### src/rtl/fir_pkg.sv
// Shared constants for the FIR tap multiplexer: FSM encodings and width helper.
package fir_pkg;

   localparam logic [0:0] ST_IDLE = 1'b0;
   localparam logic [0:0] ST_SCAN = 1'b1;

   // Smallest r with 2**r >= v; used to size channel indices.
   function automatic int unsigned clog2(input int unsigned v);
      int unsigned r;
      r = 0;
      for (int unsigned i = 0; i < 32; i++) begin
         if ((32'd1 << i) < v) r = i + 1;
      end
      return r;
   endfunction

endpackage

### src/rtl/fir_tap_mux_seq_if.sv
// Input bundle / output word handshake bus of the FIR tap multiplexer.
interface fir_tap_mux_seq_if import fir_pkg::*; #(
   parameter int unsigned N = 4,
   parameter int unsigned W = 8
) ();
   localparam int unsigned SW = clog2(N);

   logic [N*W-1:0] in_data;
   logic           in_valid;
   logic           in_ready;
   logic           mode;
   logic [SW-1:0]  sel;
   logic [W-1:0]   out_data;
   logic [SW-1:0]  out_chan;
   logic           out_last;
   logic           out_valid;
   logic           out_ready;
   logic           sel_err;

   modport slave (
      input  in_data, in_valid, mode, sel, out_ready,
      output in_ready, out_data, out_chan, out_last, out_valid, sel_err
   );

   modport master (
      output in_data, in_valid, mode, sel, out_ready,
      input  in_ready, out_data, out_chan, out_last, out_valid, sel_err
   );
endinterface

### src/rtl/fir_tap_mux_seq_mux_n1.sv
// Combinational N:1 word selector; out-of-range selects yield zero.
module fir_mux_n1 import fir_pkg::*; #(
   parameter int unsigned N = 4,
   parameter int unsigned W = 8
) (
   input  logic [N*W-1:0]      data_i,
   input  logic [clog2(N)-1:0] sel_i,
   output logic [W-1:0]        data_o
);
   localparam int unsigned SW = clog2(N);

   always_comb begin
      data_o = '0;
      for (int unsigned k = 0; k < N; k++) begin
         if (sel_i == SW'(k)) data_o = data_i[k*W +: W];
      end
   end
endmodule

### src/rtl/fir_tap_mux_seq.sv
// Registered N:1 tap multiplexer: direct word select or full-bundle scan, valid/ready both sides.
module fir_tap_mux_seq import fir_pkg::*; #(
   parameter int unsigned N = 4,
   parameter int unsigned W = 8
) (
   input logic              clk,
   input logic              rst_n,
   fir_tap_mux_seq_if.slave bus
);
   localparam int unsigned   SW      = clog2(N);
   localparam logic [SW-1:0] LAST_CH = SW'(N - 1);

   logic [0:0]     state_q, state_d;
   logic [SW-1:0]  cnt_q, cnt_d;
   logic [N*W-1:0] hold_q, hold_d;
   logic [W-1:0]   out_data_q, out_data_d;
   logic [SW-1:0]  out_chan_q, out_chan_d;
   logic           out_last_q, out_last_d;
   logic           out_valid_q, out_valid_d;
   logic           sel_err_q, sel_err_d;

   logic           reg_free;
   logic           accept;
   logic [SW-1:0]  dsel;
   logic [W-1:0]   dword;
   logic [W-1:0]   sword;

   assign reg_free     = !out_valid_q || bus.out_ready;
   assign bus.in_ready = rst_n && (state_q == ST_IDLE) && reg_free;
   assign accept       = bus.in_valid && bus.in_ready;
   // Scan bundles start at channel 0, so the input-side mux doubles as the scan head.
   assign dsel         = bus.mode ? '0 : bus.sel;

   fir_mux_n1 #(.N(N), .W(W)) u_mux_in (
      .data_i (bus.in_data),
      .sel_i  (dsel),
      .data_o (dword)
   );

   fir_mux_n1 #(.N(N), .W(W)) u_mux_hold (
      .data_i (hold_q),
      .sel_i  (cnt_q),
      .data_o (sword)
   );

   always_ff @(posedge clk) begin
      if (!rst_n) begin
         state_q     <= ST_IDLE;
         cnt_q       <= '0;
         hold_q      <= '0;
         out_data_q  <= '0;
         out_chan_q  <= '0;
         out_last_q  <= 1'b0;
         out_valid_q <= 1'b0;
         sel_err_q   <= 1'b0;
      end else begin
         state_q     <= state_d;
         cnt_q       <= cnt_d;
         hold_q      <= hold_d;
         out_data_q  <= out_data_d;
         out_chan_q  <= out_chan_d;
         out_last_q  <= out_last_d;
         out_valid_q <= out_valid_d;
         sel_err_q   <= sel_err_d;
      end
   end

   always_comb begin
      state_d     = state_q;
      cnt_d       = cnt_q;
      hold_d      = hold_q;
      out_data_d  = out_data_q;
      out_chan_d  = out_chan_q;
      out_last_d  = out_last_q;
      out_valid_d = out_valid_q;
      sel_err_d   = 1'b0;

      case (state_q)
         ST_IDLE: begin
            if (accept) begin
               out_data_d  = dword;
               out_valid_d = 1'b1;
               if (bus.mode) begin
                  hold_d     = bus.in_data;
                  out_chan_d = '0;
                  out_last_d = 1'b0;
                  cnt_d      = SW'(1);
                  state_d    = ST_SCAN;
               end else begin
                  out_chan_d = bus.sel;
                  out_last_d = 1'b1;
                  sel_err_d  = (32'(bus.sel) >= N);
               end
            end else if (reg_free) begin
               out_valid_d = 1'b0;
            end
         end
         ST_SCAN: begin
            if (reg_free) begin
               out_data_d  = sword;
               out_chan_d  = cnt_q;
               out_last_d  = (cnt_q == LAST_CH);
               out_valid_d = 1'b1;
               if (cnt_q == LAST_CH) begin
                  cnt_d   = '0;
                  state_d = ST_IDLE;
               end else begin
                  cnt_d = cnt_q + SW'(1);
               end
            end
         end
         default: state_d = ST_IDLE;
      endcase
   end

   assign bus.out_data  = out_data_q;
   assign bus.out_chan  = out_chan_q;
   assign bus.out_last  = out_last_q;
   assign bus.out_valid = out_valid_q;
   assign bus.sel_err   = sel_err_q;
endmodule

### src/flat_wrapper.sv
// flat-port wrapper written by rule: the top's interface ports become plain ports
module fir_tap_mux_seq_flat import fir_pkg::*;
#(
   parameter int unsigned N = 4,
   parameter int unsigned W = 8
)
  (clk, rst_n, bus_in_data, bus_in_valid, bus_mode, bus_sel, bus_out_ready, bus_in_ready, bus_out_data, bus_out_chan, bus_out_last, bus_out_valid, bus_sel_err);
  fir_tap_mux_seq_if #(.N(N), .W(W)) bus_i ();
  input logic clk;
  input logic rst_n;
  input wire logic [$bits(bus_i.in_data)-1:0] bus_in_data;
  input wire logic [$bits(bus_i.in_valid)-1:0] bus_in_valid;
  input wire logic [$bits(bus_i.mode)-1:0] bus_mode;
  input wire logic [$bits(bus_i.sel)-1:0] bus_sel;
  input wire logic [$bits(bus_i.out_ready)-1:0] bus_out_ready;
  output wire logic [$bits(bus_i.in_ready)-1:0] bus_in_ready;
  output wire logic [$bits(bus_i.out_data)-1:0] bus_out_data;
  output wire logic [$bits(bus_i.out_chan)-1:0] bus_out_chan;
  output wire logic [$bits(bus_i.out_last)-1:0] bus_out_last;
  output wire logic [$bits(bus_i.out_valid)-1:0] bus_out_valid;
  output wire logic [$bits(bus_i.sel_err)-1:0] bus_sel_err;
  assign bus_i.in_data = bus_in_data;
  assign bus_i.in_valid = bus_in_valid;
  assign bus_i.mode = bus_mode;
  assign bus_i.sel = bus_sel;
  assign bus_i.out_ready = bus_out_ready;
  assign bus_in_ready = bus_i.in_ready;
  assign bus_out_data = bus_i.out_data;
  assign bus_out_chan = bus_i.out_chan;
  assign bus_out_last = bus_i.out_last;
  assign bus_out_valid = bus_i.out_valid;
  assign bus_sel_err = bus_i.sel_err;
  fir_tap_mux_seq #(.N(N), .W(W)) u_core (.clk(clk), .rst_n(rst_n), .bus(bus_i));
endmodule
### config.mk
export PLATFORM = sky130hd
export DESIGN_NAME = fir_tap_mux_seq_flat
export DESIGN_NICKNAME = d
export VERILOG_FILES = /design/src/rtl/fir_pkg.sv /design/src/rtl/fir_tap_mux_seq_if.sv /design/src/rtl/fir_tap_mux_seq_mux_n1.sv /design/src/rtl/fir_tap_mux_seq.sv /design/src/flat_wrapper.sv
export SDC_FILE = /design/constraint.sdc
export NUM_CORES = 1
export LEC_CHECK = 0
export ABC_AREA = 1
export CAP_MARGIN = 20
export CORE_MARGIN = 5
export CORE_UTILIZATION = 35
export DETAILED_ROUTE_END_ITERATION = 8
export PLACE_DENSITY_LB_ADDON = 0.1
export SYNTH_ARGS = -nofsm -noshare
export SYNTH_HDL_FRONTEND = slang
export SYNTH_SLANG_ARGS = --single-unit
### constraint.sdc
create_clock -name clk -period 2 [get_ports clk]
set_clock_uncertainty 0.05 [all_clocks]
set_input_delay 0.4 -clock clk [delete_from_list [all_inputs] [get_ports clk]]
set_output_delay 0.4 -clock clk [all_outputs]
set_load 0.1 [all_outputs]
# Word level (Yosys, flattened, before mapping)
# Cells that the tools add are included.
[totals]
register_bits = 47
latch_bits = 0
ramBits = 0
rom_bits = 0
inputBits = 39
word_cells = 63
memories = 0
[op_classes]
addsub = 1
mul = 0
div_mod_pow = 0
order_cmp = 0
n_eq_ne = 10
shifts = 0
n_mux = 33
bitwise_logic = 1
reduce_logical = 11
[op_table]
columns = ["operator", "count"]
rows = [
  ["two-way mux 8 bit", 10],
  ["case mux 8 bit (2 select lines)", 1],
  ["two-way mux 2 bit", 7],
  ["two-way mux 1 bit", 10],
  ["== test 2 bit (second input constant)", 4],
  ["case mux 2 bit (2 select lines)", 2],
  ["case mux 1 bit (2 select lines)", 3],
  ["AND reduction 3 bit", 2],
  ["== test 2 x 1 -> 1 bit (second input constant)", 2],
  ["zero test 2 bit", 2],
  ["!= test 2 bit (second input constant)", 2],
  ["AND reduction 2 bit", 2],
  ["logical AND 1 bit", 3],
  ["!= test 3 x 1 -> 1 bit (second input constant)", 1],
  ["adder 2 x 1 -> 2 bit (second input constant)", 1],
  ["!= test 2 x 1 -> 1 bit (second input constant)", 1],
  ["zero test 1 bit", 1],
  ["logical OR 1 bit", 1],
  ["inverter 1 bit", 1],
]

# Logic depth before layout (Yosys ltp)
# Gate-level depths: netlist (run 1).
[depth]
word_depth = 8
mapped_depth = 11
depth_no_buf = 10

# Cells and area by module
# Synthesis (run 1) repeated with hierarchy kept, for this count alone.
[hier_totals]
cells_unflattened = 347
hier_area_um2 = 2403.6
[modules_own_cells]
columns = ["mod", "n_inst", "cells_per_inst", "area_each_um2", "seq_area_each_um2"]
rows = [
  ["fir_tap_mux_seq", 1, 253, 1875.5, 940.9],
  ["fir_mux_n1", 2, 47, 264.0, 0.0],
]

# Least setup slack after synthesis (run 1)
# OpenSTA, ideal clock, no wires.
[synth_timing]
path_kind = "register to output"
from = "register u_core.out_valid_q (netlist: u_core.bus.out_valid)"
to = "output bus_in_ready"
t_arrival_ps = 2349
slack_ps = -799
path_stages_with_launch = 4
path_cell_list = "dfxtp_1 nand2_1 nand2_1 nor2_1"
[synth_between]
elab_chain_cells = 3
[synth_lines]
columns = ["element", "line", "source"]
rows = [
  ["start, declared", "fir_tap_mux_seq.sv:19", "logic out_valid_q, out_valid_d;"],
  ["start signal, assigned", "fir_tap_mux_seq.sv:63", "out_valid_q <= out_valid_d;"],
  ["zero test 1 bit", "fir_tap_mux_seq.sv:28", "assign reg_free = !out_valid_q || bus.out_ready;"],
  ["logical OR 1 bit", "fir_tap_mux_seq.sv:28", ""],
  ["logical AND 1 bit", "fir_tap_mux_seq.sv:29", "assign bus.in_ready = rst_n && (state_q == ST_IDLE) && reg_free;"],
  ["end, declared", "flat_wrapper.sv:16", "output wire logic [$bits(bus_i.in_ready)-1:0] bus_in_ready;"],
]
# Every way passes these cells.

# Final worst setup path (run 1)
[layout_timing]
from = "input bus_out_ready"
to = "output bus_in_ready"
[layout_between]
elab_chain_cells = 2
[layout_lines]
columns = ["element", "line", "source"]
rows = [
  ["start, declared", "flat_wrapper.sv:15", "input wire logic [$bits(bus_i.out_ready)-1:0] bus_out_ready;"],
  ["logical OR 1 bit", "fir_tap_mux_seq.sv:28", ""],
  ["logical AND 1 bit", "fir_tap_mux_seq.sv:29", ""],
]
# Every way passes these cells.

==> out/results.txt, run 1 <==
Die Wd: 93.2 um
DP HPWL: 5.36 mm
CP arrival: 1.44 ns
Commonest non-fill, non-tap cell in the layout: nor2_1
CP startpoint: bus_out_ready
Period minus WS final: 1.89 ns
DRT Pass-1 Iters: 5
P_leak: 1.32 nW
Share of layout cells above drive strength 1: 11.9%
Top cell type's share of synthesized area: 38.8%
Final WL: 7.07 mm
Initial DRC Count: 119
Final setup fails: 0
Largest net degree at the start of global routing: 35
Die area: 8690 um2
First-pass GRT wire length: 11.7 mm
Clock Path Buffers: 2
Row cnt: 30
Synth top area cells: dfxtp_1 39%, nor2_1 11%, nand2_1 9.0%, o21ai_0 8.9%, a21oi_1 7.8%
Crit. End Element: primary output
Initial Util: 35.9%
Synth Area per Inst: 6.74 um2
Drt via density: 4.90
Reg2Reg Depth: 7
FMAX: 529 MHz
Via count of the routed design: 2,409
Number of inserted diodes: 0
CP startpoint kind: input pin
Filler cells: 706
Setup_tns: 0 ns
Root buffer cell: clkbuf_8
Synthesis-stage register bit count: 47
Sequential cell area: 942 um2
Metal-1 WL: 3.60 mm
RSZ-0062 raised after global routing: no
P per Cell Area: 736 nW/um2
Total I/O pin count: 53
Initial antenna violation count: 0
Post-route ant nets: 0
Seq/Total Area, Yosys: 38.8%
CORE AREA: 6760 um2
Clk_lat worst skew: 0.29 ns
Reg-to-reg setup timing slack: 0.21 ns
Area of the multi-input gates: 1260 um2
H-tree depth: 2
Hold depth: 2
Met2 wire length: 3.14 mm
Max cap viols: 0
Clock edge transition at the registers on the reported setup and hold paths: 0.09 ns
Util after Layout: 46.3%
Metal3 WL: 233 um
Most frequent cells in the layout: 73 x nor2_1, 57 x nand2_1, 46 x dfxtp_1
Syn Nets: 403
Tot GR Track Use: 17.1%
Placer Congestion: 0.870
Worst Path Required: 1.55 ns
Period utilization: 94.5%
Hold Crit Class: flop to flop
Crit path kind: input pin to primary output
Worst Path Max Fanout: 7
Synth warnings: 0
Post-synth top area cell: dfxtp_1
Max Slew Vio Count: 0
DR DRC count: 0
Mapped Area: 2420 um2
Port bufs: 51
TritonCTS clock tree: done
Area grow syn2layout: 28.9%
Grt ovf: 0
Post-layout nets: 454
Status: finished clean
Clock Sinks: 47
Wire per inst: 14.4 um
Vias in the first global route: 2,334
Cells after Synth: 360
Reg-to-reg startpoint: u_core.cnt_q[1]$_SDFFE_PN0P_
Top sig layer: met4
CTS buffer count: 5
Final Hold Fails: 0
Die height: 93.2 um
Hold Startpoint: u_core.hold_q[27]$_SDFFE_PN0P_
Netlist cell types: 26
Post CTS Setup Buffer Count: 0
Max IR drop VDD: 0.362 mV
-- final timing paths --
| path | to |
|---|---|
| hold / removal | u_core.hold_q[27]$_SDFFE_PN0P_ |
| hold reg to reg | u_core.hold_q[27]$_SDFFE_PN0P_ |
| setup / recovery | bus_in_ready |
| setup reg to reg | u_core.bus.out_data[6]$_SDFFE_PN0P_ |
-- timing repair --
action                                  CTS  global route
hold endpoints to repair                  0             0
hold buffers                              0             0
endpoints found under the setup margin    0             1
gates resized for setup                   0             1
-- layout make-up --
class	instances	share of cell area [%]
well taps	80	3.20
inverters	25	3.12
clock buffers	8	3.20
multi-input cells	266	40.3
repair buffers	66	20.1
flip-flops and latches	47	30.1
-- cells in the mapped netlist (all sizes together) --
cell and number:
buf 17, o21ai 60, nand4 2, clkinv 1
inv 24, ha 4, a21oi 38, nand2 59
dfxtp 47, nor2 78, nand3 23, conb 1
or2 1, clkbuf 5
-- cell families after synthesis --
group	after synthesis	share of synthesized area, %
adder cells (fa/ha/maj)	4	2.06
other	1	0.155
AO/OA/AOI/OAI	98	20.2
buffers and inverters	47	9.91
flip-flops	47	38.8
AND/OR/NAND/NOR	163	28.8
-- flip-flops by register name (all words and copies together) (netlist names) --
register              cells
u_core.cnt_q              2
u_core.bus.out_data       8
u_core.bus.out_last       1
u_core.hold_q            32
u_core.bus.out_chan       2
u_core.bus.out_valid      1
u_core.state_q            1
-- metrics by stage --
stage                     std cells  setup WS, ns  hold WS (ns)  area, um2  power, mW
final                           492         0.110         0.417       3130       2.30
after floorplan                 360         0.148         0.379       2440       1.48
after detailed placement        484        0.0165         0.403       3020       1.70
after global placement          484        0.0573         0.402       3020       1.70
after CTS                       492        0.0489         0.415       3120       2.32
after global routing            492       0.00998         0.434       3130       2.43
-- report_power, final --
| part | switching (mW) | internal [mW] |
|---|---|---|
| registers | 0.0343 | 0.997 |
| logic | 0.425 | 0.219 |
| clock network | 0.309 | 0.316 |
| total | 0.769 | 1.53 |
-- worst max-delay path, stage by stage --
cell,delay (ns)
clkdlybuf4s50_1,0.46
inv_1,0.06
nand2_4,0.10
nand2_1,0.10
nor2_4,0.14
buf_12,0.18
-- metal layers --
metal / up-vias / GRT usage (%)
li1: 1272 / -
met1: 1084 / 25.0
met2: 45 / 25.7
met3: 8 / 3.38
met4: 0 / 4.40
met5: - / 0
Power figures use the tool's default switching activity.
==> run 2, diff against run 1 <==
--- a/config.mk
+++ b/config.mk
@@ -7,8 +7,10 @@
 export LEC_CHECK = 0
 export ABC_AREA = 1
 export CAP_MARGIN = 20
+export CELL_PAD_IN_SITES_DETAIL_PLACEMENT = 1
+export CELL_PAD_IN_SITES_GLOBAL_PLACEMENT = 2
 export CORE_MARGIN = 5
-export CORE_UTILIZATION = 35
+export CORE_UTILIZATION = 27
 export DETAILED_ROUTE_END_ITERATION = 8
 export PLACE_DENSITY_LB_ADDON = 0.1
 export SYNTH_ARGS = -nofsm -noshare
==> run 2 against run 1 <==
Global-route usage down 1.9 points. Clock power is 3.4% higher. Design area is 2.6% higher. Non-clock buffer count increased by 3. Via count grew 4.0%. Hold slack improved by 0.011 ns. Maximum frequency fell by 0.27%.
==> out/results.txt, run 2 (synthesis results as in run 1) <==
Layout Cells excl Fill: 523 (+6.3%)
CP top delay family: buffers and inverters
DR DRC count: 0 (unchanged)
CP arrival: 1.44 ns (about the same)
P per Cell Area: 729 nW/um2 (-0.92%)
Worst path slowest cell: clkdlybuf4s50_1
Total I/O pin count: 53 (unchanged)
Grt ovf: 0 (unchanged)
Final WL: 8.32 mm (+18%)
Commonest non-fill, non-tap cell in the layout: nor2_1
Hold Startpoint: u_core.hold_q[11]$_SDFFE_PN0P_
Via count of the routed design: 2,505 (+4.0%)
Placer Congestion: 0.826 (-5.0%)
H-tree depth: 2 (unchanged)
Worst path bufs/invs: 3 (unchanged)
Max FFs per register: 32 (unchanged)
Worst path cell trace: clkdlybuf4s50_1, inv_1, nand2_4, nand2_1, nor2_4, buf_12
Row cnt: 34 (+13%)
Tot GR Track Use: 15.2% (-1.9 points)
Drt via density: 4.79 (-2.2%)
Most frequent cells in the layout: 73 x nor2_1, 57 x nand2_1, 46 x dfxtp_1
Setup_tns: 0 ns (unchanged)
Clk_lat worst skew: 0.30 ns (about the same)
Initial antenna violation count: 0 (unchanged)
Filler cells: 1,111 (+57%)
Final Hold Fails: 0 (unchanged)
Area grow syn2layout: 32.4%
P_leak: 1.35 nW (+2.1%)
Final setup margin: 0.105 ns (-0.00509 ns)
Die Wd: 105 um (+12%)
CP startpoint kind: input pin
Period utilization: 94.7% (+0.25 points)
Max cap viols: 0 (unchanged)
Dpl cells: 515 (+6.4%)
Register bank with the most flops: u_core.hold_q
Share of layout cells above drive strength 1: 12.5% (+0.64 points)
FMAX: 528 MHz (-0.27%)
Initial Util: 27.8% (-8.1 points)
CORE AREA: 8720 um2 (+29%)
Die height: 105 um (+12%)
Max Slew Vio Count: 0 (unchanged)
Number of inserted diodes: 0 (unchanged)
Root buffer cell: clkbuf_8
Status: finished clean
CTS buffer count: 5 (unchanged)
Max IR drop VDD: 0.286 mV (-21%)
Final setup fails: 0 (unchanged)
RSZ-0062 raised after global routing: no
CP max stage delay: 0.46 ns (about the same)
First-pass GRT wire length: 13.5 mm (+15%)
Die area: 11,000 um2 (+26%)
Reg2Reg Depth: 9 (+2)
Crit. End Element: primary output
Clock Sinks: 47 (unchanged)
Post-route ant nets: 0 (unchanged)
Vias in the first global route: 2,684 (+15%)
Crit path kind: input pin to primary output
Worst Path Max Fanout: 7 (unchanged)
Initial DRC Count: 74 (-38%)
Wire per inst: 15.9 um (+11%)
Hold EP: u_core.hold_q[11]$_SDFFE_PN0P_
R2r endpoint: u_core.bus.out_data[1]$_SDFFE_PN0P_
Overall power: 2.34 mW (+1.7%)
Reg-to-reg startpoint: u_core.cnt_q[0]$_SDFFE_PN0P_
DRT Pass-1 Iters: 4 (-1)
DP HPWL: 6.34 mm (+18%)
Hold Crit Class: flop to flop
Stages on the worst setup path: 6 (unchanged)
Dpl ws: 0.0264 ns (+0.00992 ns)
Hold depth: 2 (unchanged)
Worst Path Required: 1.55 ns (about the same)
Post CTS Setup Buffer Count: 0 (unchanged)
Reg-to-reg setup timing slack: 0.36 ns (+0.15 ns)
Post-layout nets: 457 (+0.66%)
Period minus WS final: 1.89 ns (+0.00509 ns)
Port bufs: 51 (unchanged)
Clock edge transition at the registers on the reported setup and hold paths: 0.09 ns (about the same)
Largest net degree at the start of global routing: 45 (+29%)
Clock Path Buffers: 2 (unchanged)
TritonCTS clock tree: done
run 2: power breakdown:
group          leakage [nW]  internal (mW)  switching, mW
Clock                0.0515          0.316          0.330
Combinational         0.910          0.225          0.435
Sequential            0.385          0.998         0.0373
Total                  1.35           1.54          0.802
run 2: cell type report:
| cell class | count | area, um2 | area share [%] |
|---|---|---|---|
| multi-input cells | 266 | 1260 | 39.2 |
| repair buffers | 69 | 676 | 21.1 |
| flip-flops and latches | 47 | 942 | 29.4 |
| well taps | 108 | 135 | 4.21 |
| inverters | 25 | 97.6 | 3.04 |
| clock buffers | 8 | 100 | 3.12 |
run 2: how the worst max path moves through the flow:
stage | start | to | slack (ns)
3_3_place_gp | rst_n | u_core.hold_q[12]$_SDFFE_PN0P_ | 0.05
2_1_floorplan | rst_n | bus_in_ready | 0.15
5_1_grt | bus_out_ready | bus_in_ready | 0.04
3_5_place_dp | rst_n | u_core.hold_q[15]$_SDFFE_PN0P_ | 0.03
6_report | bus_out_ready | bus_in_ready | 0.11
4_1_cts | bus_out_ready | bus_in_ready | 0.05
run 2: timing repair:
| item | 4_1_cts | 5_1_grt |
|---|---|---|
| gates resized for setup | 0 | 1 |
| hold endpoints to repair | 0 | 0 |
| setup endpoints to repair | 0 | 1 |
| hold buffers | 0 | 0 |
run 2: layer usage:
layer  vias to the layer above  global-route usage [%]  routed length (um)  part of all wire [%]
li1                       1272                       -                   -                     -
met1                      1187                    18.9                3780                    45
met2                        38                    27.1                4200                    50
met3                         8                    2.90                 270                   3.2
met4                         0                    3.29                  76                  0.91
met5                         -                       0                   0                     0
run 2: per-stage QoR:
stage / util, % / cell area, um2 / hold slack [ns]
after floorplan: - / 2440 / 0.379
after global placement: 35.6 / 3100 / 0.394
after detailed placement: 35.6 / 3100 / 0.418
after CTS: 36.7 / 3200 / 0.432
after global routing: 36.8 / 3210 / 0.459
final: 36.8 / 3210 / 0.428
run 2: worst min-delay path: cells and delay by family (launching register included):
kind | cells | cell delay [ns]
buffers and inverters | 1 | 0.07
flip-flops | 1 | 0.31
AO/OA/AOI/OAI | 1 | 0.06
